--- src/rtl/fetch_unit.sv ---
// Single-cycle-latency instruction fetch stage with a one-entry skid buffer and redirect.
// Optional macro FETCH_MISALIGN_TRAP_EN adds a sticky fetch_misaligned flag for unaligned redirects.
module fetch_unit #(
  parameter logic [31:0] RESET_PC  = 32'h0000_0000,
  parameter int unsigned ADDR_SIZE = 32'd7
) (
  input  logic        clk,
  input  logic        rst,
  output logic [31:0] imem_addr,
  input  logic [31:0] imem_inst,
  output logic        out_valid,
  input  logic        out_ready,
  output logic [31:0] out_inst,
  output logic [31:0] out_pc,
  input  logic        redirect_valid,
  input  logic [31:0] redirect_pc
`ifdef FETCH_MISALIGN_TRAP_EN
  ,
  output logic        fetch_misaligned
`endif
);

  localparam logic [32:0] ADDR_MASK = (33'd1 << (ADDR_SIZE + 1)) - 33'd1;

  logic [31:0] pc_req;
  logic [31:0] resp_pc;
  logic        resp_live;
  logic        skid_full;
  logic [31:0] skid_inst;
  logic [31:0] skid_pc;
  logic [31:0] redir_tgt;
  logic        blocked;

`ifdef FETCH_MISALIGN_TRAP_EN
  logic misal;

  assign redir_tgt        = redirect_pc;
  assign blocked          = misal;
  assign fetch_misaligned = misal;

  always_ff @(posedge clk) begin
    if (rst) begin
      misal <= 1'b0;
    end else if (redirect_valid) begin
      misal <= (redirect_pc[1:0] != 2'b00);
    end
  end
`else
  logic unused_redir_lo;

  assign redir_tgt       = {redirect_pc[31:2], 2'b00};
  assign blocked         = 1'b0;
  assign unused_redir_lo = ^redirect_pc[1:0];
`endif

  assign imem_addr = {2'b00, pc_req[31:2]} & ADDR_MASK[31:0];

  always_ff @(posedge clk) begin
    if (rst) begin
      pc_req    <= RESET_PC;
      resp_pc   <= 32'd0;
      resp_live <= 1'b0;
      skid_full <= 1'b0;
      skid_inst <= 32'd0;
      skid_pc   <= 32'd0;
    end else if (redirect_valid) begin
      pc_req    <= redir_tgt;
      resp_live <= 1'b0;
      skid_full <= 1'b0;
    end else if (blocked) begin
      resp_live <= 1'b0;
    end else if (!(skid_full && !out_ready)) begin
      if (!skid_full && resp_live && !out_ready) begin
        // Park the response; the address stays put so it can be reissued on drain.
        skid_inst <= imem_inst;
        skid_pc   <= resp_pc;
        skid_full <= 1'b1;
        resp_live <= 1'b0;
      end else begin
        skid_full <= 1'b0;
        resp_pc   <= pc_req;
        resp_live <= 1'b1;
        pc_req    <= pc_req + 32'd4;
      end
    end
  end

  always_comb begin
    out_valid = 1'b0;
    out_inst  = imem_inst;
    out_pc    = resp_pc;
    if (skid_full) begin
      out_inst = skid_inst;
      out_pc   = skid_pc;
    end
    if (!rst && !redirect_valid) begin
      out_valid = skid_full || resp_live;
    end
  end

endmodule

--- config.mk ---
export PLATFORM = sky130hd
export DESIGN_NAME = fetch_unit
export DESIGN_NICKNAME = d
export VERILOG_FILES = /design/src/rtl/fetch_unit.sv
export SDC_FILE = /design/constraint.sdc
export NUM_CORES = 1
export LEC_CHECK = 0
export CAP_MARGIN = 20
export CORE_ASPECT_RATIO = 1.2
export CORE_MARGIN = 2
export CORE_UTILIZATION = 54
export CTS_BUF_LIST = sky130_fd_sc_hd__clkbuf_8
export CTS_CLUSTER_DIAMETER = 60
export DETAILED_ROUTE_END_ITERATION = 6
export MAX_ROUTING_LAYER = met4
export PLACE_DENSITY_LB_ADDON = 0.12
export SLEW_MARGIN = 20
export SYNTH_ARGS = -nofsm -noshare
export SYNTH_HDL_FRONTEND = slang
export SYNTH_SLANG_ARGS = --single-unit
--- constraint.sdc ---
create_clock -name clk -period 3.4 [get_ports clk]
set_clock_uncertainty 0.15 [all_clocks]
set_input_delay 0.51 -clock clk [delete_from_list [all_inputs] [get_ports clk]]
set_output_delay 0.51 -clock clk [all_outputs]
set_load 0.01 [all_outputs]
==> flow_summary.json <==
{
  "status": "finished clean",
  "post_cts_buffers": 0,
  "cts_tree": "yes",
  "hold_violations": 0,
  "num_antenna_cells": 0,
  "grt_usage_pct": 25.3,
  "p_int_uw": 2450,
  "cts_buffers": 17,
  "cts_root_buffer": "clkbuf_8",
  "wl_per_cell_um": 15.0,
  "portBuffers": 136,
  "hold_class": "flop to flop",
  "htreeDepth": 4,
  "grt_max_degree": 75,
  "path_cells": "buf_12 > mux2_2 > clkdlybuf4s50_1",
  "combinationalPowerShare_pct": 12.6,
  "ctsHoldBuffers": 0,
  "clk_latency_ns": 0.44,
  "start_kind": "flop",
  "setup_viol": 0,
  "seq_area_frac_synth_pct": 40.9,
  "fmax_mhz": 324,
  "cp.buffers_inverters": 2,
  "holdWs_ns": 0.304,
  "rsz0062_at_grt": "false",
  "finalMaxSlewViolations": 0,
  "dr.pass1.iters": 5,
  "fin_setup_tns_ns": 0,
  "final_util_pct": 69.8,
  "synth_edf_count": 0,
  "startpoint": "skid_full",
  "path_depth": 3,
  "antenna_found_initial": 0,
  "switching_share_pct": 25.9,
  "yosys_warnings": 0,
  "core_area_sq_um": 11000,
  "maxSlewHeadroom_pct": 49.6,
  "crit_family": "buffers and inverters",
  "drive_above_1_share_pct": 13.2,
  "die_h_um": 120,
  "via_per_inst": 5.59,
  "syn_area_sq_um": 6070,
  "clock_path_buffers": 2,
  "hpwlAfterDp_um": 10100,
  "worst-setup-path-type": "flop to output pin",
  "max_cap_viol_count": 0,
  "irDropWorstVdd_mv": 0.285,
  "antenna_left": 0,
  "boundaryPins": 165,
  "synthDistinctLibCells": 47,
  "nets": 915,
  "min_period_over_period_pct": 90.6,
  "die_w_um": 101,
  "gr-total-overflow": 0,
  "syn_area_per_cell_sq_um": 8.13,
  "critPathMaxStageDelay_ns": 0.77,
  "areaGrowthSynthToFinish_pct": 26.2,
  "path_max_fanout": 43,
  "reg2reg_depth": 4,
  "start_util_pct": 55.3,
  "grt_pass1_wl_um": 24000,
  "rows": 42,
  "p_leak_uw": 0.00266,
  "r2r-start": "skid_full",
  "power.density_nw_per_um2": 431,
  "drc": 0,
  "ys_ff_latch": 124,
  "arrival_ns": 2.42,
  "first_global_vias": 5114,
  "dpl_cell_area_sq_um": 7240,
  "vias": 5537,
  "reg2reg_to": "pc_req[15]",
  "clock-sinks": 124,
  "synthCells": 747,
  "power_frac_seq_pct": 47.3,
  "power_frac_clock_pct": 40.1,
  "cp_slowest_cell": "dfxtp_2",
  "async_reset_ff_share_pct": 0,
  "cp-end-kind": "output pin",
  "place.gp.congestion": 0.857,
  "critPathCapture": "out_pc[6]",
  "drt_iter0_drc": 293,
  "min_period_ns": 3.08,
  "wirelength_um": 14900,
  "cts_resized": 0,
  "tightest_slew_ns": 0.756,
  "finalInstanceArea_sq_um": 7660,
  "fillers": 895,
  "critPathRequiredTime_ns": 2.74,
  "net-switching-power_uw": 854,
  "synth-main-ff-cell": "dfxtp_1",
  "clk_pin_slew_worst_paths_ns": 0.07,
  "rrSetupSlack_ns": 0.70,
  "dieArea_sq_um": 12100
}
-- synth_stat cells (6+ instances only) --
master,n,area share (%)
inv_1,8,0.49
nand4_1,15,1.5
and3_1,6,0.62
a311oi_1,12,1.7
nand2_1,201,12
nor3_1,8,0.66
nand3_1,12,0.99
mux2_2,62,12
xor2_1,6,0.87
a211oi_1,10,1.2
a21oi_1,97,8.0
nor2_1,29,1.8
or4_1,8,0.99
dfxtp_1,124,41
clkbuf_1,47,2.9
buf_4,34,4.2
-- state kept, by name (all words and copies together), names as in the netlist --
signal and cells:
skid_full 1, resp_live 1, resp_pc 30, skid_pc 30
pc_req 30, skid_inst 32
-- per-stage QoR --
step / cells / power, uW / worst slack (ns)
after floorplan: 772 / 1830 / 1.34
after global placement: 959 / 2000 / 0.640
after detailed placement: 959 / 2010 / 0.503
after CTS: 991 / 3320 / 0.292
after global routing: 991 / 3420 / 0.251
final: 991 / 3300 / 0.318
-- layout by cell type (no fill, tap or decap), drive strengths merged, types with 6 or more instances in the layout --
cell | netlist | layout
dfxtp | 124 | 124
a311oi | 12 | 12
clkdlybuf4s50 | 0 | 135
nor2 | 29 | 29
mux2 | 62 | 62
nand4 | 16 | 16
nand2 | 201 | 201
clkbuf | 52 | 17
a211oi | 10 | 10
conb | 1 | 26
buf | 38 | 10
nor3 | 8 | 8
a21oi | 97 | 97
or4 | 8 | 8
inv | 8 | 9
xor2 | 6 | 6
clkinv | 1 | 7
and3 | 6 | 6
nand3 | 12 | 12
-- worst min-delay path, cell delays in order, from the launching register on --
cell,delay (ns)
dfxtp_1,0.31
nand2_1,0.05
a21oi_1,0.05
-- final cells by class --
class / count / area, sq um / share of cell area (%)
flip-flops and latches: 124 / 2480 / 32.4
inverters: 9 / 33.8 / 0.441
multi-input cells: 549 / 3130 / 40.9
clock inverters: 15 / 174 / 2.27
well taps: 132 / 165 / 2.16
repair buffers: 145 / 1440 / 18.8
clock buffers: 17 / 234 / 3.05
-- power groups by stage --
| stage | combinational [uW] | sequential [uW] | clock [uW] |
|---|---|---|---|
| floorplan | 256 | 1570 | 0 |
| global placement | 408 | 1590 | 0 |
| detailed placement | 414 | 1590 | 0 |
| CTS | 417 | 1560 | 1340 |
| global route | 452 | 1570 | 1400 |
| finish | 416 | 1560 | 1320 |
-- cell families after synthesis --
group | synth area share (%)
buffers and inverters | 9.34
xor gates and xnor gates | 1.59
other | 0.0618
muxes | 11.5
DFF | 40.9
AOI/OAI and AO/OA | 14.0
adders and majority gates | 0.206
and+or+nand+nor | 22.4
-- layer usage --
| metal | vias up | wire, um | track usage (%) |
|---|---|---|---|
| li1 | 2719 | - | - |
| met1 | 2626 | 6360 | 30.0 |
| met2 | 168 | 7540 | 42.5 |
| met3 | 24 | 779 | 5.07 |
| met4 | 0 | 238 | 8.90 |
| met5 | - | 0 | - |
-- worst min-delay path by stage --
stage | from | end | slack (ns) | cells after the start
CTS | skid_pc[11] | skid_pc[11] | 0.31 | 2
global route | skid_inst[7] | skid_inst[7] | 0.32 | 2
finish | skid_pc[11] | skid_pc[11] | 0.30 | 2
detailed placement | skid_inst[7] | skid_inst[7] | 0.30 | 2
global placement | skid_pc[10] | skid_pc[10] | 0.29 | 2
floorplan | skid_inst[0] | skid_inst[0] | 0.28 | 2
Note: power is estimated with default switching activity, not from simulation.
